<file path="config.mk">
export PLATFORM = sky130hd
export DESIGN_NAME = arm_multicycle_ctrl_flat
export DESIGN_NICKNAME = d
export VERILOG_FILES = /design/src/rtl/arm_multicycle_ctrl_if.sv /design/src/rtl/arm_multicycle_ctrl.sv /design/src/flat_wrapper.sv
export SDC_FILE = /design/constraint.sdc
export NUM_CORES = 1
export LEC_CHECK = 0
export ABC_AREA = 1
export CAP_MARGIN = 20
export CELL_PAD_IN_SITES_DETAIL_PLACEMENT = 0
export CELL_PAD_IN_SITES_GLOBAL_PLACEMENT = 1
export CORE_ASPECT_RATIO = 1.2
export CORE_MARGIN = 2
export CORE_UTILIZATION = 23
export DETAILED_ROUTE_END_ITERATION = 8
export PLACE_DENSITY = 0.95
export SLEW_MARGIN = 20
export SYNTH_ARGS = -nofsm -noshare
export SYNTH_HDL_FRONTEND = slang
export SYNTH_SLANG_ARGS = --single-unit
</file>
<file path="constraint.sdc">
create_clock -name clk -period 2.05 [get_ports clk]
set_input_delay 0.205 -clock clk [delete_from_list [all_inputs] [get_ports clk]]
set_output_delay 0.205 -clock clk [all_outputs]
set_load 0.01 [all_outputs]
</file>
<file path="src/rtl/arm_multicycle_ctrl_if.sv">
// Control bundle between the multicycle ARM sequencer and the shared datapath.
// master = controller side, slave = datapath / instruction register side.
interface arm_multicycle_ctrl_if #(
  parameter int STATE_W = 4
);
  logic [1:0]         Op;
  logic [5:0]         Funct;
  logic [3:0]         Rd;
  logic               CondEx;
  logic               PCWrite;
  logic               AdrSrc;
  logic               MemWrite;
  logic               IRWrite;
  logic               RegWrite;
  logic [1:0]         ResultSrc;
  logic               ALUSrcA;
  logic [1:0]         ALUSrcB;
  logic [1:0]         ALUControl;
  logic [1:0]         FlagWrite;
  logic               Illegal;
  logic [STATE_W-1:0] StateOut;

  modport master (
    input  Op, Funct, Rd, CondEx,
    output PCWrite, AdrSrc, MemWrite, IRWrite, RegWrite, ResultSrc,
           ALUSrcA, ALUSrcB, ALUControl, FlagWrite, Illegal, StateOut
  );

  modport slave (
    output Op, Funct, Rd, CondEx,
    input  PCWrite, AdrSrc, MemWrite, IRWrite, RegWrite, ResultSrc,
           ALUSrcA, ALUSrcB, ALUControl, FlagWrite, Illegal, StateOut
  );
endinterface

</file>
<file path="src/rtl/arm_multicycle_ctrl.sv">
// Moore sequencer for the multicycle ARM-subset datapath (fetch/decode/execute/mem/writeback).
// Optional macro ILLEGAL_TRAP_EN: undefined instructions park the FSM in HALT until reset.
module arm_multicycle_ctrl #(
  parameter int STATE_W = 4
) (
  input  logic                  clk,
  input  logic                  reset,
  arm_multicycle_ctrl_if.master bus
);

  typedef enum logic [STATE_W-1:0] {
    FETCH  = STATE_W'(0),
    DECODE = STATE_W'(1),
    MEMADR = STATE_W'(2),
    MEMRD  = STATE_W'(3),
    MEMWB  = STATE_W'(4),
    MEMWR  = STATE_W'(5),
    EXECR  = STATE_W'(6),
    EXECI  = STATE_W'(7),
    ALUWB  = STATE_W'(8),
    BRANCH = STATE_W'(9),
    HALT   = STATE_W'(10)
  } state_t;

  state_t     r_state;
  logic       r_illegal;

  logic [3:0] w_cmd;
  logic [1:0] w_alu_dec;
  logic       w_cmd_bad;
  logic       w_no_write;
  logic       w_flag_cv;
  logic       w_en;
  logic       w_next_pc;
  logic       w_branch;
  logic       w_reg_w;
  logic       w_mem_w;
  logic       w_ir_write;
  logic       w_alu_op;
  logic       w_flag_st;
  logic       w_adr_src;
  logic       w_alu_src_a;
  logic [1:0] w_alu_src_b;
  logic [1:0] w_result_src;
  logic       w_fw_nz;

  assign w_cmd      = bus.Funct[4:1];
  assign w_no_write = (w_cmd == 4'b1010);
  assign w_flag_cv  = (w_cmd == 4'b0100) | (w_cmd == 4'b0010) | (w_cmd == 4'b1010);

  always_comb begin
    w_alu_dec = 2'b00;
    w_cmd_bad = 1'b0;
    case (w_cmd)
      4'b0100:          w_alu_dec = 2'b00;
      4'b0010, 4'b1010: w_alu_dec = 2'b01;
      4'b0000:          w_alu_dec = 2'b10;
      4'b1100:          w_alu_dec = 2'b11;
      default:          w_cmd_bad = 1'b1;
    endcase
  end

  always_ff @(posedge clk) begin
    if (reset) begin
      r_state   <= FETCH;
      r_illegal <= 1'b0;
    end else begin
      case (r_state)
        FETCH:  r_state <= DECODE;
        DECODE: begin
          case (bus.Op)
            2'b01:   r_state <= MEMADR;
            2'b00:   r_state <= bus.Funct[5] ? EXECI : EXECR;
            2'b10:   r_state <= BRANCH;
            default: begin
              r_illegal <= 1'b1;
`ifdef ILLEGAL_TRAP_EN
              r_state   <= HALT;
`else
              r_state   <= FETCH;
`endif
            end
          endcase
        end
        MEMADR: r_state <= bus.Funct[0] ? MEMRD : MEMWR;
        MEMRD:  r_state <= MEMWB;
        MEMWB:  r_state <= FETCH;
        MEMWR:  r_state <= FETCH;
        EXECR, EXECI: begin
          r_state <= ALUWB;
          if (w_cmd_bad) begin
            r_illegal <= 1'b1;
`ifdef ILLEGAL_TRAP_EN
            r_state   <= HALT;
`endif
          end
        end
        ALUWB:  r_state <= FETCH;
        BRANCH: r_state <= FETCH;
`ifdef ILLEGAL_TRAP_EN
        HALT:   r_state <= HALT;
`endif
        default: r_state <= FETCH;
      endcase
    end
  end

  // HALT and unused encodings fall through to the all-zero defaults
  always_comb begin
    w_next_pc    = 1'b0;
    w_branch     = 1'b0;
    w_reg_w      = 1'b0;
    w_mem_w      = 1'b0;
    w_ir_write   = 1'b0;
    w_alu_op     = 1'b0;
    w_flag_st    = 1'b0;
    w_adr_src    = 1'b0;
    w_alu_src_a  = 1'b0;
    w_alu_src_b  = 2'b00;
    w_result_src = 2'b00;
    case (r_state)
      FETCH: begin
        w_ir_write   = 1'b1;
        w_alu_src_a  = 1'b1;
        w_alu_src_b  = 2'b10;
        w_result_src = 2'b10;
        w_next_pc    = 1'b1;
      end
      DECODE: begin
        w_alu_src_a  = 1'b1;
        w_alu_src_b  = 2'b10;
        w_result_src = 2'b10;
      end
      MEMADR: w_alu_src_b = 2'b01;
      MEMRD:  w_adr_src   = 1'b1;
      MEMWB: begin
        w_result_src = 2'b01;
        w_reg_w      = 1'b1;
      end
      MEMWR: begin
        w_adr_src = 1'b1;
        w_mem_w   = 1'b1;
      end
      EXECR: begin
        w_alu_op  = 1'b1;
        w_flag_st = 1'b1;
      end
      EXECI: begin
        w_alu_src_b = 2'b01;
        w_alu_op    = 1'b1;
        w_flag_st   = 1'b1;
      end
      ALUWB: w_reg_w = 1'b1;
      BRANCH: begin
        w_alu_src_b  = 2'b01;
        w_result_src = 2'b10;
        w_branch     = 1'b1;
      end
      default: ;
    endcase
  end

  // Every architectural enable is suppressed while reset is held
  assign w_en    = ~reset;
  assign w_fw_nz = w_en & w_flag_st & bus.Funct[0] & bus.CondEx;

  assign bus.PCWrite    = w_en & (w_next_pc | (w_branch & bus.CondEx) |
                                  (w_reg_w & bus.CondEx & (bus.Rd == 4'hF)));
  assign bus.RegWrite   = w_en & w_reg_w & bus.CondEx & ~((r_state == ALUWB) & w_no_write);
  assign bus.MemWrite   = w_en & w_mem_w & bus.CondEx;
  assign bus.IRWrite    = w_en & w_ir_write;
  assign bus.FlagWrite  = {w_fw_nz, w_fw_nz & w_flag_cv};
  assign bus.AdrSrc     = w_adr_src;
  assign bus.ResultSrc  = w_result_src;
  assign bus.ALUSrcA    = w_alu_src_a;
  assign bus.ALUSrcB    = w_alu_src_b;
  assign bus.ALUControl = w_alu_op ? w_alu_dec : 2'b00;
  assign bus.Illegal    = r_illegal;
  assign bus.StateOut   = r_state;

endmodule

</file>
<file path="src/flat_wrapper.sv">
// flat-port wrapper written by rule: the top's interface ports become plain ports
module arm_multicycle_ctrl_flat 
#(
  parameter int STATE_W = 4
)
  (clk, reset, bus_Op, bus_Funct, bus_Rd, bus_CondEx, bus_PCWrite, bus_AdrSrc, bus_MemWrite, bus_IRWrite, bus_RegWrite, bus_ResultSrc, bus_ALUSrcA, bus_ALUSrcB, bus_ALUControl, bus_FlagWrite, bus_Illegal, bus_StateOut);
  arm_multicycle_ctrl_if #(.STATE_W(STATE_W)) bus_i ();
  input  logic clk;
  input  logic reset;
  input wire logic [$bits(bus_i.Op)-1:0] bus_Op;
  input wire logic [$bits(bus_i.Funct)-1:0] bus_Funct;
  input wire logic [$bits(bus_i.Rd)-1:0] bus_Rd;
  input wire logic [$bits(bus_i.CondEx)-1:0] bus_CondEx;
  output wire logic [$bits(bus_i.PCWrite)-1:0] bus_PCWrite;
  output wire logic [$bits(bus_i.AdrSrc)-1:0] bus_AdrSrc;
  output wire logic [$bits(bus_i.MemWrite)-1:0] bus_MemWrite;
  output wire logic [$bits(bus_i.IRWrite)-1:0] bus_IRWrite;
  output wire logic [$bits(bus_i.RegWrite)-1:0] bus_RegWrite;
  output wire logic [$bits(bus_i.ResultSrc)-1:0] bus_ResultSrc;
  output wire logic [$bits(bus_i.ALUSrcA)-1:0] bus_ALUSrcA;
  output wire logic [$bits(bus_i.ALUSrcB)-1:0] bus_ALUSrcB;
  output wire logic [$bits(bus_i.ALUControl)-1:0] bus_ALUControl;
  output wire logic [$bits(bus_i.FlagWrite)-1:0] bus_FlagWrite;
  output wire logic [$bits(bus_i.Illegal)-1:0] bus_Illegal;
  output wire logic [$bits(bus_i.StateOut)-1:0] bus_StateOut;
  assign bus_i.Op = bus_Op;
  assign bus_i.Funct = bus_Funct;
  assign bus_i.Rd = bus_Rd;
  assign bus_i.CondEx = bus_CondEx;
  assign bus_PCWrite = bus_i.PCWrite;
  assign bus_AdrSrc = bus_i.AdrSrc;
  assign bus_MemWrite = bus_i.MemWrite;
  assign bus_IRWrite = bus_i.IRWrite;
  assign bus_RegWrite = bus_i.RegWrite;
  assign bus_ResultSrc = bus_i.ResultSrc;
  assign bus_ALUSrcA = bus_i.ALUSrcA;
  assign bus_ALUSrcB = bus_i.ALUSrcB;
  assign bus_ALUControl = bus_i.ALUControl;
  assign bus_FlagWrite = bus_i.FlagWrite;
  assign bus_Illegal = bus_i.Illegal;
  assign bus_StateOut = bus_i.StateOut;
  arm_multicycle_ctrl #(.STATE_W(STATE_W)) u_core (.clk(clk), .reset(reset), .bus(bus_i));
endmodule
</file>
=== Yosys cells after proc, flatten, opt, wreduce, memory -nomap -nowiden ===
Index checks and enable logic that the tools add are counted.

* Register bits: 5
* Input port bits: 15
* Logic and storage cells: 73

* Equality and inequality tests: 18
* Muxes and demuxes: 18
* Bitwise operators: 21
* Reductions and logical operators: 14

{| class="wikitable"
|+ Operators by type and width
! operator !! number
|-
| 4-bit by 3-bit equality test with 1-bit output (second input constant) || 5
|-
| 4-bit equality test (second input constant) || 5
|-
| 4-bit one-hot mux with 5 select lines || 1
|-
| 1-bit AND || 15
|-
| 4-bit by 2-bit equality test with 1-bit output (second input constant) || 3
|-
| 4-bit one-hot mux with 3 select lines || 1
|-
| 1-bit two-way mux || 10
|-
| 2-bit OR reduction || 5
|-
| 3-bit OR reduction || 3
|-
| 4-bit logical NOT || 2
|-
| 2-bit one-hot mux with 2 select lines || 2
|-
| 2-bit one-hot mux with 3 select lines || 1
|-
| 5-bit OR reduction || 1
|-
| 4-bit by 1-bit equality test with 1-bit output (second input constant) || 1
|-
| 2-bit inequality test (second input constant) || 2
|-
| 1-bit OR || 4
|-
| 3-bit two-way mux || 1
|-
| 3-bit AND reduction || 1
|-
| 2-bit by 1-bit equality test with 1-bit output (second input constant) || 1
|-
| 2-bit equality test (second input constant) || 1
|-
| 2-bit logical NOT || 1
|-
| 2-bit two-way mux || 1
|-
| 1-bit inverter || 2
|-
| 1-bit one-hot mux with 2 select lines || 1
|-
| 2-bit nonzero test || 1
|}

=== Depth between registers and ports, before layout ===
* Depth in word-level cells: 7
* Gate-level depth with buffers: 7

=== Worst setup path after synthesis ===
Ideal clock, no wire load.

* Path type: flip-flop to output port
* Start: register u_core.r_state[3], in the netlist u_core.bus.StateOut[3]
* End: output bus_RegWrite
* Arrival time: 1.093 ns
* Data required time: 1.845 ns
* Slack: 0.752 ns
* Stages on the path, launching flop included: 5
* Path buffers: 0
* Cells stage by stage: dfxtp_1 inv_1 nor2_1 o21ai_2 a211oi_1

* Longest elaborated chain between the ends: 6
* Elaborated cells between the ends (all ways): 9
* Those cells by class: 2 x eq/ne; 1 x mux; 5 x bitwise; 1 x reduce/logical

{| class="wikitable"
|+ RTL lines
! element !! line !! text
|-
| from (decl) || arm_multicycle_ctrl.sv:25 || <nowiki>state_t r_state;</nowiki>
|-
| from (signal assigned) || arm_multicycle_ctrl.sv:73 || <nowiki>2'b00: r_state <= bus.Funct[5] ? EXECI : EXECR;</nowiki>
|-
| from (signal assigned) || arm_multicycle_ctrl.sv:85 || <nowiki>MEMADR: r_state <= bus.Funct[0] ? MEMRD : MEMWR;</nowiki>
|-
| 4-bit by 3-bit equality test with 1-bit output / 4-bit equality test (equally long branches) || arm_multicycle_ctrl.sv:121, arm_multicycle_ctrl.sv:169 ||
|-
| 2-bit OR reduction (no line) || - ||
|-
| 1-bit two-way mux || arm_multicycle_ctrl.sv:121 || <nowiki>case (r_state)</nowiki>
|-
| 1-bit AND (2 in series) || arm_multicycle_ctrl.sv:169 || <nowiki>assign bus.RegWrite = w_en & w_reg_w & bus.CondEx & ~((r_state == ALUWB) & w_no_write);</nowiki>
|-
| 1-bit AND (*) || arm_multicycle_ctrl.sv:169 ||
|-
| to (decl) || flat_wrapper.sv:18 || <nowiki>output wire logic [$bits(bus_i.RegWrite)-1:0] bus_RegWrite;</nowiki>
|}

Mark *: on every way between the ends. The rest lies on a longest branch, timed or not.

=== Worst setup path in the final report ===
* Start: input bus_Funct[3]
* End: output bus_FlagWrite[0]

* Longest elaborated chain between the ends: 4
* Elaborated cells between the ends (all ways): 6
* Those cells by class: 3 x eq/ne; 3 x bitwise

{| class="wikitable"
|+ RTL lines
! element !! line !! text
|-
| from (decl) || flat_wrapper.sv:11 || <nowiki>input wire logic [$bits(bus_i.Funct)-1:0] bus_Funct;</nowiki>
|-
| 4-bit by 3-bit equality test with 1-bit output / 4-bit by 2-bit equality test with 1-bit output (equally long branches) || arm_multicycle_ctrl.sv:49 || <nowiki>assign w_flag_cv = (w_cmd == 4'b0100) | (w_cmd == 4'b0010) | (w_cmd == 4'b1010);</nowiki>
|-
| 1-bit OR || arm_multicycle_ctrl.sv:49 ||
|-
| 1-bit OR (*) || arm_multicycle_ctrl.sv:49 ||
|-
| 1-bit AND (*) || arm_multicycle_ctrl.sv:172 || <nowiki>assign bus.FlagWrite = {w_fw_nz, w_fw_nz & w_flag_cv};</nowiki>
|-
| to (decl) || flat_wrapper.sv:23 || <nowiki>output wire logic [$bits(bus_i.FlagWrite)-1:0] bus_FlagWrite;</nowiki>
|}

Marks and branches as above.

==> out/qor.yml <==
synthesis:
  synth_nets: 102
  yosysSeqAreaShare_pct: 20.0
  synthCells: 87
  syn_area_um2: 502
  synth_cell_types: 22
  yosysWarnings: 0
  syn_area_per_cell_um2: 5.77
  synth_seq_cells: 5
route:
  first_pass_iters: 4
  first_iter_violations: 13
  wirelength_um: 1400
  drc: 0
  postRouteAntennaNets: 0
  wl_per_cell_um: 9.17
  vias: 638
  avgViaCountPerCell: 4.17
timing:
  fmax_mhz: 519
  tightest_slew_ps: 237
  min_period_over_period_pct: 94.0
  finalSetupTns_ps: 0
  hold_viol: 0
  slew_violations: 0
  rsz0062_at_grt: "no"
  clock_skew_ps: 3.08
  period_needed_ps: 1930
  setup_viol: 0
  relSlewSlack_pct: 84.1
power_and_ir_drop:
  p_per_area_nw_per_um2: 427
  vdd_drop_max_mv: 0.301
  power.leakage_nw: 0.417
placement:
  dpl.hpwl_um: 1230
  routabilityCongestion: 0.799
  portBuffers: 33
  place_area_um2: 862
cells_and_area:
  fillers: 237
  nets: 139
  utilization_pct: 43.2
  mostFrequentLayoutCells: "32 x clkdlybuf4s50_1, 20 x nand2_1, 16 x nor2_1"
  mostFrequentLayoutCell: "clkdlybuf4s50_1"
  drive_gt1_share_pct: 15.4
  n_antenna_cell: 0
  area_delta_synth_final_pct: 78.6
  design_area_um2: 896
clock_network:
  cts.clk_slew.worst_paths_ps: 40
  clockBufferDepth: 2
  cts_sinks: 5
  cts_buffers: 3
  cts-htree-levels: 1
  cts_tree: "built"
  post_cts_buffers: 0
  insertion_delay_ps: 240
  hold_buffers: 0
  root_buffer: "clkbuf_4"
setup_path:
  worstSetupEndpointType: "output port"
  critPathLaunch: "bus_Funct[3]"
  timing.rr.end: "u_core.bus.Illegal"
  r2r-start: "u_core.bus.StateOut[1]"
  path_class: "in2out"
  rr_worst_depth: 6
  start_kind: "input port"
  required_ps: 1850
  cp.arrival_ps: 1720
  crit_fanout: 3
  r2r_slack_ps: 1010
worst_hold_path:
  hold_path_end: "u_core.bus.Illegal"
  holdCritStartpoint: "u_core.bus.Illegal"
  hold_depth: 2
  hold_class: "reg2reg"
global_routing:
  grt_pass1_vias: 582
  grt.total_usage_pct: 12.4
  grt_pass1_wl_um: 2250
  grt_max_degree: 10
  antenna_found_initial: 0
  overflow: 0
floorplan:
  fp.dieH_um: 55.2
  initial_core_util_pct: 24.2
  fp.dieW_um: 46.6
  core-area_um2: 2070
  die-area_um2: 2570
  rows: 18
  io_pins: 34
run_status:
  outcome: "finished, final reports clean"
run:
  cap_violations: 0
==> stage by stage <==
step / hold WS, ps / setup slack (ps) / total power [W] / cells
finish: 456 / 122 / 0.000383 / 153
global route: 488 / 7.04 / 0.000416 / 153
CTS: 462 / 25.2 / 0.000390 / 153
detailed placement: 457 / 72.5 / 0.000270 / 149
global placement: 452 / 165 / 0.000269 / 149
floorplan: 267 / 752 / 0.000186 / 87
==> state kept, by name, indices dropped and copies added (netlist names) <==
signal               flops
u_core.bus.StateOut      4
u_core.bus.Illegal       1
==> final cells by class <==
type	instances	area, µm²	area share (%)
timing repair buffer	34	340	38.0
sequential	5	103	11.5
tap	30	37.5	4.19
multi-input combinational	62	322	35.9
inverter	18	67.6	7.54
clock buffer	4	26.3	2.93
==> synth_stat cells <==
| master | count | share of area [%] |
|---|---|---|
| a21oi_2 | 1 | 1.7 |
| o21ai_0 | 1 | 1.0 |
| a21oi_1 | 3 | 3.0 |
| nand3b_1 | 1 | 1.5 |
| nand2_1 | 20 | 15 |
| dfxtp_1 | 5 | 20 |
| o21ai_2 | 2 | 3.5 |
| nand4_1 | 2 | 2.5 |
| inv_1 | 16 | 12 |
| nand3_2 | 1 | 2.0 |
| o211ai_1 | 1 | 1.5 |
| nor2_4 | 3 | 6.7 |
| a211oi_1 | 2 | 3.0 |
| nor2_1 | 17 | 13 |
| nand2_2 | 2 | 2.5 |
| o31ai_1 | 1 | 1.5 |
| o21ai_1 | 1 | 1.0 |
| inv_2 | 2 | 1.5 |
| nand3_1 | 2 | 2.0 |
| nor3_1 | 1 | 1.0 |
| a22oi_1 | 1 | 1.5 |
| buf_4 | 2 | 3.0 |
==> repair_timing <==
item                       4_1_cts  5_1_grt
pin swaps                        0        0
hold endpoints to repair         0        0
setup endpoints to repair        2        4
gates resized for setup          1        4
==> power by group <==
part	total (W)	internal [W]	switching, W
Clock	0.000113	0.0000735	0.0000397
Combinational	0.000156	0.0000834	0.0000729
Sequential	0.000113	0.000105	0.00000843
Total	0.000383	0.000262	0.000121
==> critical path, cell delays in order <==
cell and delay, ps:
clkdlybuf4s50_1 510, inv_1 70, nor2_1 100, nand2_1 60, nand2_1 60, nand2_1 80
nor2_1 110, clkdlybuf4s50_1 540
==> worst max path at each step <==
stage | end | slack, ps | depth (start not counted)
2_1_floorplan | bus_RegWrite | 750 | 4
3_3_place_gp | bus_RegWrite | 170 | 6
3_5_place_dp | bus_RegWrite | 70 | 6
4_1_cts | bus_RegWrite | 30 | 5
5_1_grt | bus_ALUSrcB[0] | 7 | 5
6_report | bus_FlagWrite[0] | 120 | 8
==> cells by family (layout without fill, tap and decap cells) <==
group	Yosys count	in the layout	synth area share [%]
flops	5	5	20.0
buf+inv	20	56	16.5
compound gates	13	13	17.7
simple gates	49	49	45.9
==> layer usage <==
metal	GRT usage [%]	vias to the layer above	share of wire, %
met3	3.25	2	6.7
met2	21.1	20	49
met1	14.0	275	44
met5	0	-	0
li1	-	341	-
met4	6.48	0	1.0
Note: power is estimated with default switching activity, not from simulation.
